===== src/rtl/regfile_wb_ctrl.sv =====
// Writeback controller for the 32x32 register file: tracks pending destinations,
// buffers ALU/load completions in a small FIFO and drains one write per cycle.
module regfile_wb_ctrl #(
  parameter int DEPTH = 4
) (
  input  logic        clk,
  input  logic        reset_n,
  input  logic        iss_valid,
  input  logic [4:0]  iss_rd,
  output logic        iss_ready,
  input  logic [4:0]  ra1,
  input  logic [4:0]  ra2,
  output logic        hazard,
  input  logic        c0_valid,
  input  logic [4:0]  c0_rd,
  input  logic [31:0] c0_data,
  output logic        c0_ready,
  input  logic        c1_valid,
  input  logic [4:0]  c1_rd,
  input  logic [31:0] c1_data,
  output logic        c1_ready,
  output logic        we3,
  output logic [4:0]  wa3,
  output logic [31:0] wd3,
  output logic        err
);

  localparam int AW = $clog2(DEPTH);
  localparam logic [AW:0] L_DEPTH = (AW+1)'(DEPTH);
  localparam logic [AW:0] L_ONE   = (AW+1)'(1);
  localparam logic [AW:0] L_TWO   = (AW+1)'(2);

  logic [31:0] r_pending;
  logic [4:0]  r_fifo_rd   [DEPTH];
  logic [31:0] r_fifo_data [DEPTH];
  logic [AW:0] r_wptr;
  logic [AW:0] r_rptr;
  logic        r_we3;
  logic [4:0]  r_wa3;
  logic [31:0] r_wd3;
  logic        r_err;

  logic [AW:0] w_count;
  logic [AW:0] w_free;
  logic        w_empty;
  logic        w_c0_push;
  logic        w_c1_push;
  logic [AW:0] w_wptr_c1;
  logic [AW:0] w_wptr_nxt;
  logic        w_iss_set;
  logic        w_err_set;
  logic [31:0] w_pending_nxt;

  // Ready depends only on registered occupancy; a same-cycle pop does not free a slot.
  assign w_count = r_wptr - r_rptr;
  assign w_free  = L_DEPTH - w_count;
  assign w_empty = (r_wptr == r_rptr);

  assign c0_ready = (w_free >= L_ONE);
  assign c1_ready = c0_valid ? (w_free >= L_TWO) : (w_free >= L_ONE);

  assign w_c0_push  = c0_valid && c0_ready && (c0_rd != 5'd0);
  assign w_c1_push  = c1_valid && c1_ready && (c1_rd != 5'd0);
  assign w_wptr_c1  = w_c0_push ? (r_wptr + L_ONE) : r_wptr;
  assign w_wptr_nxt = w_c1_push ? (w_wptr_c1 + L_ONE) : w_wptr_c1;

  assign w_err_set = (w_c0_push && !r_pending[c0_rd]) || (w_c1_push && !r_pending[c1_rd]);

  assign iss_ready = !((iss_rd != 5'd0) && r_pending[iss_rd]);
  assign w_iss_set = iss_valid && iss_ready && (iss_rd != 5'd0);
  assign hazard    = r_pending[ra1] | r_pending[ra2];

  // NOTE: every variable gets its default before any conditional update, so no latch is inferred.
  always_comb begin
    w_pending_nxt = r_pending;
    if (r_we3)     w_pending_nxt[r_wa3]  = 1'b0;
    if (w_iss_set) w_pending_nxt[iss_rd] = 1'b1;
    w_pending_nxt[0] = 1'b0;
  end

  // NOTE: state uses non-blocking assignments so every register samples pre-edge values.
  always_ff @(posedge clk or negedge reset_n) begin
    if (!reset_n) begin
      r_pending <= '0;
      r_wptr    <= '0;
      r_rptr    <= '0;
      r_we3     <= 1'b0;
      r_wa3     <= '0;
      r_wd3     <= '0;
      r_err     <= 1'b0;
    end else begin
      r_pending <= w_pending_nxt;
      r_wptr    <= w_wptr_nxt;
      r_err     <= r_err | w_err_set;
      if (!w_empty) begin
        r_rptr <= r_rptr + L_ONE;
        r_we3  <= 1'b1;
        r_wa3  <= r_fifo_rd[r_rptr[AW-1:0]];
        r_wd3  <= r_fifo_data[r_rptr[AW-1:0]];
      end else begin
        r_we3 <= 1'b0;
      end
    end
  end

  // NOTE: FIFO storage is not reset; the pointers alone define which entries are valid.
  always_ff @(posedge clk) begin
    if (w_c0_push) begin
      r_fifo_rd[r_wptr[AW-1:0]]   <= c0_rd;
      r_fifo_data[r_wptr[AW-1:0]] <= c0_data;
    end
    if (w_c1_push) begin
      r_fifo_rd[w_wptr_c1[AW-1:0]]   <= c1_rd;
      r_fifo_data[w_wptr_c1[AW-1:0]] <= c1_data;
    end
  end

  assign we3 = r_we3;
  assign wa3 = r_wa3;
  assign wd3 = r_wd3;
  assign err = r_err;

endmodule


===== config.mk =====
export PLATFORM = sky130hd
export DESIGN_NAME = regfile_wb_ctrl
export DESIGN_NICKNAME = d
export VERILOG_FILES = /design/src/rtl/regfile_wb_ctrl.sv
export SDC_FILE = /design/constraint.sdc
export NUM_CORES = 1
export LEC_CHECK = 0
export BUFFER_PORTS_ARGS = -buffer_cell sky130_fd_sc_hd__buf_2
export CORE_UTILIZATION = 40
export CTS_BUF_LIST = sky130_fd_sc_hd__clkbuf_8
export DETAILED_ROUTE_END_ITERATION = 8
export PLACE_DENSITY_LB_ADDON = 0.3
export REMOVE_ABC_BUFFERS = 1
export SYNTH_ARGS = -nofsm -noshare
export SYNTH_HDL_FRONTEND = slang
export SYNTH_SLANG_ARGS = --single-unit

===== constraint.sdc =====
create_clock -name clk -period 5.1 [get_ports clk]
set_clock_uncertainty 0.15 [all_clocks]
set_input_delay 1.02 -clock clk [delete_from_list [all_inputs] [get_ports clk]]
set_output_delay 1.02 -clock clk [all_outputs]
set_load 0.03 [all_outputs]

==> impl_metrics.toml, run 1 <==
[status]
run_status = "completed"

[sta]
hold_viol_final = 0
period_minus_slack_ns = 4.17
max_slew_margin_vs_limit_pct = 45.6
final_min_period_over_clock_period_pct = 81.8
maxSlewViolCount = 0
fmax_mhz = 240
timing_worst_slew_pin_value_ns = 0.816
total_setup_violations_reported_at_the_end_of_the_flow = 0
grt_setup_unrepaired = "false"

[drt]
drc_errors = 0
avgViaCountPerCell = 5.69
route.met3.wl_microns = 2040
totalWireLength_microns = 29500
detailed_routing_wirelength_on_met1_microns = 12700
drtAntennaViolNets = 0
vias = 7465
drt_first_iter_violations = 620
wire_per_inst_microns = 22.5
wl_met2_microns = 14300
drt_pass1_iterations = 5
highest_layer = "met5"

[worst_setup_path]
reg2reg_from = "r_wptr[1]"
critical_path_peak_fanout = 17
path_depth = 6
worst-r2r-cell-count = 10
timing.critical_path.buf_inv = 2
reg2reg_slack_ns = 1.20
required_ns = 3.93
r2r-end = "r_fifo_data[1][12]"
cp_common_cell = "sky130_fd_sc_hd__buf_2"
critical_path_arrival_ns = 3.00
critical_path_class = "in2out"
top_cell_family_by_delay_on_the_critical_path = "compound AO/OA/AOI/OAI gates"
endpoint_kind = "primary output"
timing.critical_path.slowest_stage_cell = "sky130_fd_sc_hd__mux4_2"
critical_path.cell_chain = "buf_2 > mux4_2 > a32oi_1 > o211ai_1 > a221oi_1 > buf_2"
max_stage_delay_ns = 0.56
worstSetupStartpointType = "input port"

[logic_synthesis]
netlist_top_cells_area = "sky130_fd_sc_hd__edfxtp_1, sky130_fd_sc_hd__dfrtp_1, sky130_fd_sc_hd__mux4_2"
synth.yosys.seq_area_share_pct = 53.1
postSynth.topFlopCell = "sky130_fd_sc_hd__edfxtp_1"
yosys.cell_count.top_type = "sky130_fd_sc_hd__edfxtp_1"
async_reset_ff_share_pct = 33.9
synth_common_cells = "sky130_fd_sc_hd__edfxtp_1, sky130_fd_sc_hd__mux2_2, sky130_fd_sc_hd__dfrtp_1, sky130_fd_sc_hd__mux4_2, sky130_fd_sc_hd__o21ai_0"
yosys.area.top_type = "sky130_fd_sc_hd__edfxtp_1"
synth_edf_count = 148
synth.distinct_cells = 55
flip_flop_and_latch_count_after_synthesis = 224
syn-mean-instance-area_sq_um = 15.9
synth.cell_area_sq_um = 12000
number_of_instances_in_the_synthesized_netlist = 751
synth.yosys.warnings = 0
portion_of_synthesized_cell_area_occupied_by_the_leading_cell_type_pct = 37.2

[floorplan]
die_h_microns = 175
io_pins = 137
die-width_microns = 175
fp.coreArea_sq_um = 29000
floorplan.initialDensity_pct = 41.2
design.die.area_sq_um = 30600
rows = 62

[power_and_ir_drop]
p_int_mw = 6.39
flop_pwr_share_pct = 37.0
net-switching-power_mw = 3.92
powerDensity_nw_per_um2 = 746
clock_group_share_of_total_power_pct = 15.9
post-layout-total-power_mw = 10.3
power.switching_fraction_pct = 38.0
vdd.ir_drop.worst_mv = 0.508
power_frac_comb_pct = 47.1
p_leak_nw = 5.24

[cells_and_area]
synthToLayoutAreaGrowth_pct = 15.7
final.fill_count = 2588
layout-drive-gt1-share_pct = 49.1
nNetsFinal = 996
postLayoutCoreUtil_pct = 47.7

[clock_network]
cts.repair.resized = 0
cts_made_buffers = 40
cts.reportedPaths.clkPinSlew_ns = 0.06
clock_latency_ns = 0.54
clock_tree.buffer_depth = 3
tritoncts = "built"
postCtsSetupRepairBufs = 0
tritoncts_num_sinks = 224
cts_hold_repair.buffers = 0
htree_num_levels = 2
cts_root_buf = "sky130_fd_sc_hd__clkbuf_8"

[place]
total_half_perimeter_wirelength_after_legalization_and_detailed_placement_microns = 18900
gp_routability_congestion = 0.845
io_buffers = 136

[job]
maxCapViolCount = 0

[global_routing]
global_route.overflow_total = 0
pin_count_of_the_biggest_net_entering_global_routing = 44
groute.usage.overall_pct = 19.8
grt_pass1_wl_microns = 46500
number_of_global_route_vias_before_repair = 7876
grt_antenna_before_repair = 5

[hold_path]
holdCritPathClass = "in2async"
-- state kept, by name, summed over array words and instances, names as in the netlist --
name	cells
r_wptr	3
wa3	5
r_fifo_data	128
wd3	32
we3	1
r_pending	31
err	1
r_fifo_rd	20
r_rptr	3
-- worst max path at each step --
stage / start / endpoint / slack, ns
after global placement: iss_rd[0] / iss_ready / 1.02
after floorplan: r_rptr[0] / r_fifo_data[2][0] / -3.06
after CTS: iss_rd[0] / iss_ready / 0.97
after detailed placement: iss_rd[0] / iss_ready / 0.97
after global routing: iss_rd[0] / iss_ready / 0.88
final: iss_rd[0] / iss_ready / 0.93
-- kinds of logic after synthesis --
logic type,Yosys count,share of synthesized area [%]
adders and majority gates,8,0.838
and+or+nand+nor,84,3.91
xor gates and xnor gates,10,0.859
buffers and inverters,57,2.62
muxes,276,33.9
AOI/OAI and AO/OA,92,4.82
DFF,224,53.1
-- power groups by stage --
stage / Combinational, mW / Clock, mW / Sequential, mW
floorplan: 3.15 / 0 / 4.06
global placement: 4.85 / 0 / 3.80
detailed placement: 4.91 / 0 / 3.84
CTS: 4.93 / 1.68 / 3.81
global route: 5.23 / 1.76 / 3.91
finish: 4.85 / 1.64 / 3.81
-- metrics by stage --
step / TNS [ns] / hold WS, ns / cells / instance area [sq um] / worst slack, ns
after global routing: 0 / 0.329 / 1309 / 13800 / 0.885
after global placement: 0 / 0.335 / 1236 / 13000 / 1.02
after detailed placement: 0 / 0.340 / 1236 / 13000 / 0.974
after floorplan: -409.71 / 0.350 / 699 / 11700 / -3.06
final: 0 / 0.316 / 1312 / 13800 / 0.928
after CTS: 0 / 0.300 / 1308 / 13800 / 0.968
-- final cells by class --
class	count	area, sq um	share of cell area [%]
diodes	4	10.0	0.0724
clock buffers	48	661	4.78
clock inverters	24	125	0.905
inverters	5	18.8	0.136
multi-input cells	470	5350	38.7
flip-flops and latches	224	6350	45.9
well taps	384	480	3.48
repair buffers	153	836	6.05
-- cells in the final DEF, fill, tap and decap left out, drive strengths merged, types with 2 or more instances in the layout --
master and n:
mux2 189, buf 153, edfxtp 148, dfrtp 76, mux4 75, o21ai 59
clkbuf 48, nand2 29, inv 20, mux2i 12, nand3b 10, nor2 9
ha 8, xnor2 8, nor2b 7, nand3 7, clkinv 6, o31ai 5
a21oi 5, diode 4, a211oi 4, nand4b 3, nor3b 3, or3 3
a22oi 3, o22ai 3, a32oi 3, or4 2, xor2 2, or3b 2
o211ai 2, nand2b 2, nor3 2, a211o 2, a221oi 2, clkinvlp 2
or4b 2
-- worst register-to-register path: cells and delay by family, from the launching register on --
kind,cells,cell delay [ns]
buffers and inverters,3,0.80
AO/OA/AOI/OAI,2,0.77
adder cells (fa/ha/maj),2,0.57
XOR/XNOR,2,0.54
flip-flops,1,0.45
AND/OR/NAND/NOR,1,0.31
-- per-layer routing --
metal | GRT usage, % | up-vias
met5 | 0 | -
met4 | 5.14 | 4
met3 | 5.37 | 43
met2 | 32.4 | 271
met1 | 26.0 | 3851
li1 | - | 3296
No activity file was read; power rests on OpenSTA's default activity.
==> inputs of run 2 (changes only) <==
==> constraint.sdc (replaced) <==
create_clock -name clk -period 4 [get_ports clk]
set_clock_uncertainty 0.15 [all_clocks]
set_input_delay 0.8 -clock clk [delete_from_list [all_inputs] [get_ports clk]]
set_output_delay 0.8 -clock clk [all_outputs]
set_load 0.03 [all_outputs]
==> impl_metrics.toml, run 2 (synthesis gave the netlist of run 1 again) <==
[status]
run_status = "completed"

[floorplan]
die_h_microns = 175
rows = 62
fp.coreArea_sq_um = 29000
floorplan.initialDensity_pct = 41.2
die-width_microns = 175
io_pins = 137
design.die.area_sq_um = 30600

[power_and_ir_drop]
vdd.ir_drop.worst_mv = 0.512
clock_group_share_of_total_power_pct = 15.7
flop_pwr_share_pct = 36.3
power_frac_comb_pct = 48.0
p_leak_nw = 5.35
net-switching-power_mw = 5.01
powerDensity_nw_per_um2 = 950
post-layout-total-power_mw = 13.3
power.switching_fraction_pct = 37.7
p_int_mw = 8.29

[drt]
drt_first_iter_violations = 513
drt_pass1_iterations = 5
avgViaCountPerCell = 5.59
wire_per_inst_microns = 22.1
drtAntennaViolNets = 0
drc_errors = 0
totalWireLength_microns = 29300
vias = 7399

[clock_network]
cts.repair.resized = 0
tritoncts = "built"
clock_tree.buffer_depth = 3
tritoncts_num_sinks = 224
clock_latency_ns = 0.54
cts_hold_repair.buffers = 0
postCtsSetupRepairBufs = 0
cts_root_buf = "sky130_fd_sc_hd__clkbuf_8"
cts_made_buffers = 39
htree_num_levels = 2
cts.reportedPaths.clkPinSlew_ns = 0.07

[cells_and_area]
layout-drive-gt1-share_pct = 50.4
non_filler_instances = 1324
synthToLayoutAreaGrowth_pct = 17.1
largest_reg_flops = 128
final.fill_count = 2590
nNetsFinal = 1007
commonest_non_fill_non_tap_cells_in_the_layout = "sky130_fd_sc_hd__edfxtp_1, sky130_fd_sc_hd__buf_2, sky130_fd_sc_hd__mux2_2, sky130_fd_sc_hd__mux4_2, sky130_fd_sc_hd__dfrtp_1"
mostFrequentLayoutCell = "sky130_fd_sc_hd__edfxtp_1"
final_design_area_no_fill_sq_um = 14000
postLayoutCoreUtil_pct = 48.2

[global_routing]
groute.usage.overall_pct = 19.6
grt_pass1_wl_microns = 45500
number_of_global_route_vias_before_repair = 7736
grt_antenna_before_repair = 6
pin_count_of_the_biggest_net_entering_global_routing = 64
global_route.overflow_total = 0

[sta]
fmax_mhz = 271
max_slew_margin_vs_limit_pct = 35.3
total_setup_violations_reported_at_the_end_of_the_flow = 0
maxSlewViolCount = 0
postLayoutSetupSlackWorst_ns = 0.304
hold_ws_ns = 0.283
grt_setup_unrepaired = "false"
setup_tns_ns = 0
period_minus_slack_ns = 3.70
hold_viol_final = 0
final_min_period_over_clock_period_pct = 92.4
timing_worst_slew_pin_value_ns = 0.971

[place]
total_half_perimeter_wirelength_after_legalization_and_detailed_placement_microns = 18400
gp_routability_congestion = 0.893
dp_slack_ns = 0.332
dpl.cell_count = 1248
postPlaceCellArea_sq_um = 13200
io_buffers = 136

[worst_setup_path]
endpoint_kind = "primary output"
reg2reg_slack_ns = 0.45
worst-r2r-cell-count = 11
reg2reg_from = "r_wptr[1]"
critical_path_class = "in2out"
critical_path_arrival_ns = 2.75
critical_path_peak_fanout = 17
worstSetupStartpointType = "input port"
required_ns = 3.05
r2r-end = "r_fifo_data[2][25]"

[hold_path]
holdCritPathClass = "in2async"

[job]
maxCapViolCount = 0
## run 2: changes by cell type in the layout (fill, tap and decap cells not counted), sizes merged
| cell | delta |
|---|---|
| buf | +12 |
| clkbuf | -2 |
| clkinv | +3 |
| clkinvlp | -2 |
| inv | +1 |
## run 2: layout make-up
| type | instances | area (sq um) | area share, % |
|---|---|---|---|
| flip-flops and latches | 224 | 6350 | 45.4 |
| multi-input cells | 470 | 5350 | 38.2 |
| repair buffers | 165 | 1000 | 7.15 |
| clock buffers | 46 | 633 | 4.53 |
| well taps | 384 | 480 | 3.43 |
| clock inverters | 26 | 153 | 1.09 |
| inverters | 5 | 18.8 | 0.134 |
| diodes | 4 | 10.0 | 0.0715 |
## run 2: worst max-delay path by stage
stage,startpoint,to,cells past startpoint
floorplan,r_rptr[0],r_fifo_data[2][0],9
global placement,iss_rd[0],iss_ready,6
detailed placement,iss_rd[0],iss_ready,6
CTS,iss_rd[0],iss_ready,6
global route,iss_rd[0],iss_ready,6
finish,iss_rd[0],iss_ready,6
## run 2: critical path: stages
cell                       delay [ns]
sky130_fd_sc_hd__buf_2           0.35
sky130_fd_sc_hd__mux4_2          0.55
sky130_fd_sc_hd__a32oi_1         0.25
sky130_fd_sc_hd__o211ai_1        0.24
sky130_fd_sc_hd__a221oi_1        0.29
sky130_fd_sc_hd__buf_2           0.26
## run 2: metal layers
layer,part of all wire [%],GRT usage (%),vias up
met5,0.11,0,-
met2,48,31.9,266
met1,42,25.3,3749
met3,8.1,5.66,53
met4,2.1,5.54,6
li1,-,-,3325
## run 2: power by group through the flow
stage | clock network (mW) | registers, mW | logic [mW]
floorplan | 0 | 5.17 | 4.02
global placement | 0 | 4.84 | 6.38
detailed placement | 0 | 4.87 | 6.45
CTS | 2.15 | 4.83 | 6.48
global route | 2.25 | 4.96 | 6.87
finish | 2.08 | 4.83 | 6.38
